**src/rtl/frac_baud_gen.sv**
```systemverilog
// rtl/frac_baud_gen.sv - fractional-divisor UART oversample and baud tick generator
module frac_baud_gen #(
  parameter int INT_W        = 16,
  parameter int FRAC_W       = 4,
  parameter int OSR          = 16,
  parameter int DEFAULT_INT  = 78,
  parameter int DEFAULT_FRAC = 2
) (
  input  logic              clk,
  input  logic              rst,
  input  logic              en,
  input  logic              restart,
  input  logic              div_load,
  input  logic [INT_W-1:0]  div_int,
  input  logic [FRAC_W-1:0] div_frac,
  output logic              os_tick,
  output logic              baud_tick,
  output logic              div_err,
  output logic [INT_W-1:0]  act_int,
  output logic [FRAC_W-1:0] act_frac
);

  localparam int OS_W = (OSR > 1) ? $clog2(OSR) : 1;
  localparam logic [OS_W-1:0] OS_LAST = OS_W'(OSR - 1);

  // One extra bit so act_int plus a fractional carry never overflows.
  logic [INT_W:0]    cnt;
  logic [FRAC_W-1:0] acc;
  logic [OS_W-1:0]   os_cnt;

  logic [INT_W-1:0]  shd_int;
  logic [FRAC_W-1:0] shd_frac;
  logic              pending;

  logic [FRAC_W:0]   acc_sum;
  logic [INT_W:0]    period_len;
  logic [INT_W:0]    cnt_inc;
  logic              period_end;
  logic              load_ok;

  // Length of the current period and whether this enabled edge ends it.
  always_comb begin
    acc_sum    = {1'b0, acc} + {1'b0, act_frac};
    period_len = {1'b0, act_int} + {{INT_W{1'b0}}, acc_sum[FRAC_W]};
    cnt_inc    = cnt + {{INT_W{1'b0}}, 1'b1};
    period_end = en && !restart && (cnt_inc == period_len);
    load_ok    = div_load && (div_int >= INT_W'(2));
  end

  // Cycle counter, fractional accumulator, oversample counter and tick outputs.
  always_ff @(posedge clk or posedge rst) begin
    if (rst) begin
      cnt       <= '0;
      acc       <= '0;
      os_cnt    <= '0;
      os_tick   <= 1'b0;
      baud_tick <= 1'b0;
    end else begin
      os_tick   <= 1'b0;
      baud_tick <= 1'b0;
      if (restart) begin
        cnt    <= '0;
        acc    <= '0;
        os_cnt <= '0;
      end else if (!en) begin
        // A divisor applied while frozen starts the current period over.
        if (load_ok) begin
          cnt <= '0;
        end
      end else if (period_end) begin
        cnt       <= '0;
        acc       <= acc_sum[FRAC_W-1:0];
        os_tick   <= 1'b1;
        baud_tick <= (os_cnt == OS_LAST);
        os_cnt    <= (os_cnt == OS_LAST) ? '0 : os_cnt + OS_W'(1);
      end else begin
        cnt <= cnt_inc;
      end
    end
  end

  // Divisor shadow, pending transfer at the period boundary and load error flag.
  always_ff @(posedge clk or posedge rst) begin
    if (rst) begin
      act_int  <= INT_W'(DEFAULT_INT);
      act_frac <= FRAC_W'(DEFAULT_FRAC);
      shd_int  <= INT_W'(DEFAULT_INT);
      shd_frac <= FRAC_W'(DEFAULT_FRAC);
      pending  <= 1'b0;
      div_err  <= 1'b0;
    end else begin
      if (div_load) begin
        div_err <= !load_ok;
      end
      if (restart) begin
        pending <= 1'b0;
        if (load_ok) begin
          act_int  <= div_int;
          act_frac <= div_frac;
        end else if (pending) begin
          act_int  <= shd_int;
          act_frac <= shd_frac;
        end
      end else if (!en) begin
        if (load_ok) begin
          act_int  <= div_int;
          act_frac <= div_frac;
          pending  <= 1'b0;
        end
      end else begin
        // The boundary takes the older pending value; a load in the same
        // cycle becomes the next pending value.
        if (period_end && pending) begin
          act_int  <= shd_int;
          act_frac <= shd_frac;
        end
        if (load_ok) begin
          shd_int  <= div_int;
          shd_frac <= div_frac;
          pending  <= 1'b1;
        end else if (period_end) begin
          pending <= 1'b0;
        end
      end
    end
  end

endmodule

```
**config.mk**
```make
export PLATFORM = sky130hd
export DESIGN_NAME = frac_baud_gen
export DESIGN_NICKNAME = d
export VERILOG_FILES = /design/src/rtl/frac_baud_gen.sv
export SDC_FILE = /design/constraint.sdc
export NUM_CORES = 1
export LEC_CHECK = 0
export ABC_AREA = 1
export BUFFER_PORTS_ARGS = -buffer_cell sky130_fd_sc_hd__buf_2
export CAP_MARGIN = 0
export CORE_MARGIN = 3
export CORE_UTILIZATION = 45
export CTS_CLUSTER_DIAMETER = 60
export DETAILED_ROUTE_END_ITERATION = 10
export HOLD_SLACK_MARGIN = 0.02
export MAX_ROUTING_LAYER = met4
export SLEW_MARGIN = 20
export SYNTH_ARGS = -nofsm -noshare
export SYNTH_HDL_FRONTEND = slang
export SYNTH_SLANG_ARGS = --single-unit
export TNS_END_PERCENT = 30
```
**constraint.sdc**
```tcl
create_clock -name clk -period 9.1 [get_ports clk]
set_clock_uncertainty 0.05 [all_clocks]
set_input_delay 0.455 -clock clk [delete_from_list [all_inputs] [get_ports clk]]
set_output_delay 0.455 -clock clk [all_outputs]
set_load 0.05 [all_outputs]
```
==> flow_metrics.tcl <==
set metrics [dict create \
    status "completed" \
    relSlewSlack 0.396 \
    clock_path_buffers 2 \
    tns_ns 0 \
    total_power_w 0.000900 \
    fillCellCount 1055 \
    slowest_stage "dfstp_2" \
    diodes 0 \
    gr-total-overflow 0 \
    synth-seq-cells 69 \
    fin_crit_sh 0.435 \
    cpMostUsedCell "nand2_1" \
    crit_required_ns 9.30 \
    arrival_ns 4.16 \
    antenna_found_initial 0 \
    cp_top_family "simple AND/OR/NAND/NOR gates" \
    tightest_slew_ns 0.907 \
    cts_made_buffers 9 \
    path_cells "inv_1 -> fa_1 -> o21ai_0 -> ha_1 -> ha_1 -> nand2_2 -> nor2_4 -> nand2_2 -> nand2_1 -> nand2_1 -> nand2_1 -> nand2_1 -> nor2_1 -> nand2_1 -> nor2_4 -> nand3_4 -> nand2_4 -> nand2_4 -> nand2_1 -> nand2_1" \
    place_congestion 0.893 \
    synth_cell_type_count 32 \
    dr.pass1.iters 6 \
    portBuffers 47 \
    multiInputGateArea_um2 2610 \
    drtIter0Drc 283 \
    leakagePower_nw 2.67 \
    netlist_area_um2 4790 \
    path_max_fanout 37 \
    grt_pass1_vias 4295 \
    fin_nets 790 \
    fin_crit_ns 3.96 \
    avgSynthCellArea_um2 6.67 \
    grt_setup_unrepaired "false" \
    ys_seq_area_frac 0.363 \
    syn_inst 718 \
    max_stage_delay_ns 0.57 \
    area_delta_synth_final_pct 10.3 \
    max_freq_mhz 253 \
    synth_edf_count 0 \
    cts_max_level 3 \
    yosys_warnings 0 \
    cts_tree "done" \
    routedWlPerCell_um 13.8 \
    cts_root_buf "clkbuf_8" \
    grt_max_degree 70 \
    via_per_inst 5.24 \
    seqCellArea_um2 1740 \
    endpoint_kind "register" \
    hold_class "in -> reg" \
    async_reset_ff_frac 1.00 \
    drc 0 \
    grt_use_total 0.227 \
    finalHoldViolations 0 \
    crit_buf_inv 1 \
    cts_setup_buffers 0 \
    start_util 0.464 \
    cts_resized 0 \
    cts_hold_buf 0 \
    pin_count 48 \
    holdWs_ns 0.284 \
    ir_drop_mv 0.162 \
    die_w_um 109 \
    final_max_slew_viol_count 0 \
    vias 4692 \
    ant_nets 0 \
    fp.dieArea_um2 11900 \
    startpoint_type "register" \
    wl_um 12400 \
    critPathKind "reg -> reg" \
    clkSinkCount 69 \
    max_cap_viol_count 0 \
    num_rows 37 \
    hpwl_um 9060 \
    core_um2 10300 \
    p_per_area_nw_per_um2 170 \
    fp.dieH_um 109 \
    setup_viol 0 \
    grt_pass1_wl_um 20600 \
    syn-num-nets 753 \
    drive_gt1_frac 0.130 \
    worstSkewPairLatency_ns 0.36 \
    path_clk_slew_ns 0.08 \
    synth_flop_cell "dfrtp_1" \
]
final timing paths:
kind / to / slack (ns) / cells past startpoint / startpoint
min: shd_frac[1] / 0.28 / 3 / div_frac[1]
min reg2reg: act_frac[1] / 0.46 / 2 / act_frac[1]
min in group asynchronous: cnt[6] / 0.31 / 3 / rst
max: act_int[15] / 5.14 / 20 / act_frac[1]
max reg2reg: act_int[15] / 5.14 / 20 / act_frac[1]
max in group asynchronous: act_int[12] / 8.09 / 3 / rst
layout by cell type, fill, tap and decap left out, types with 2 or more instances in the layout:
cell | netlist | final
dfstp_2 | 10 | 10
a21oi_1 | 2 | 2
clkbuf_1 | 15 | 2
nor2_1 | 66 | 66
nor2_4 | 7 | 7
ha_1 | 9 | 9
nor2_2 | 4 | 4
clkinv_1 | 2 | 2
nand2_1 | 240 | 239
xnor2_1 | 2 | 2
nand4_1 | 21 | 21
nand3_2 | 2 | 2
nand2_4 | 2 | 2
a22oi_1 | 20 | 20
nand2_2 | 5 | 6
o22ai_1 | 14 | 14
o21ai_0 | 67 | 67
buf_4 | 1 | 2
dfrtp_1 | 59 | 59
inv_2 | 2 | 3
inv_1 | 81 | 80
buf_2 | 2 | 47
nand3_1 | 72 | 72
nor3_1 | 2 | 2
clkbuf_8 | 0 | 9
registers in the layout (all words and copies together), names as in the netlist:
register   flops
acc            4
act_frac       4
act_int       16
baud_tick      1
cnt           17
div_err        1
os_cnt         4
os_tick        1
pending        1
shd_frac       4
shd_int       16
cell usage after synthesis, types with 2 or more instances:
cell type  number  area [µm²]
nand2_1       240         901
inv_1          81         304
nand3_1        72         360
o21ai_0        67         335
nor2_1         66         248
dfrtp_1        59        1480
nand4_1        21         131
a22oi_1        20         150
clkbuf_1       15        56.3
o22ai_1        14        87.6
dfstp_2        10         263
ha_1            9         113
nor2_4          7        78.8
nand2_2         5        31.3
buf_6           4        45.0
nor2_2          4        25.0
a21oi_1         2        10.0
buf_2           2        10.0
clkinv_1        2        7.51
inv_2           2        7.51
nand2_4         2        22.5
nand3_2         2        20.0
nor3_1          2        10.0
xnor2_1         2        17.5
cell families after synthesis:
logic type,after synthesis,share of synthesized area
buf+inv,108,0.0922
xor+xnor,2,0.00366
fa+ha+maj,10,0.0277
simple gates,423,0.388
flops,69,0.363
compound gates,106,0.126
through the flow:
stage | setup slack, ns | util | cell area [µm²] | cells
floorplan | 5.58 | - | 4790 | 718
global placement | 5.23 | 0.493 | 5090 | 880
detailed placement | 5.14 | 0.493 | 5090 | 880
CTS | 5.13 | 0.512 | 5280 | 896
global route | 4.76 | 0.512 | 5280 | 896
finish | 5.14 | 0.512 | 5280 | 896
worst register-to-register path: stages (launching register included):
cell and delay, ns:
dfstp_2 0.57, inv_1 0.07, fa_1 0.46, o21ai_0 0.27, ha_1 0.31, ha_1 0.26, nand2_2 0.11, nor2_4 0.21
nand2_2 0.10, nand2_1 0.07, nand2_1 0.06, nand2_1 0.07, nand2_1 0.05, nor2_1 0.09, nand2_1 0.09, nor2_4 0.15
nand3_4 0.12, nand2_4 0.35, nand2_4 0.25, nand2_1 0.12, nand2_1 0.05
area by class of cell:
type / instances / share of cell area
multi-input cells: 541 / 0.495
clock inverters: 5 / 0.0114
flip-flops and latches: 69 / 0.329
repair buffers: 49 / 0.0474
clock buffers: 11 / 0.0249
inverters: 85 / 0.0604
well taps: 136 / 0.0322
power breakdown:
group          switching (W)  internal (W)  leakage [nW]
clock               0.000124      0.000128        0.0939
combinational       0.000183     0.0000715          1.69
sequential         0.0000461      0.000347         0.883
layer usage:
layer	share of wire	vias to the layer above	routed length, µm	track usage
met5	0	-	0	-
met4	0.025	0	304	0.0730
met3	0.044	23	541	0.0557
met2	0.47	100	5790	0.359
met1	0.46	2153	5740	0.287
li1	-	2416	-	-
Power figures use the tool's default switching activity.
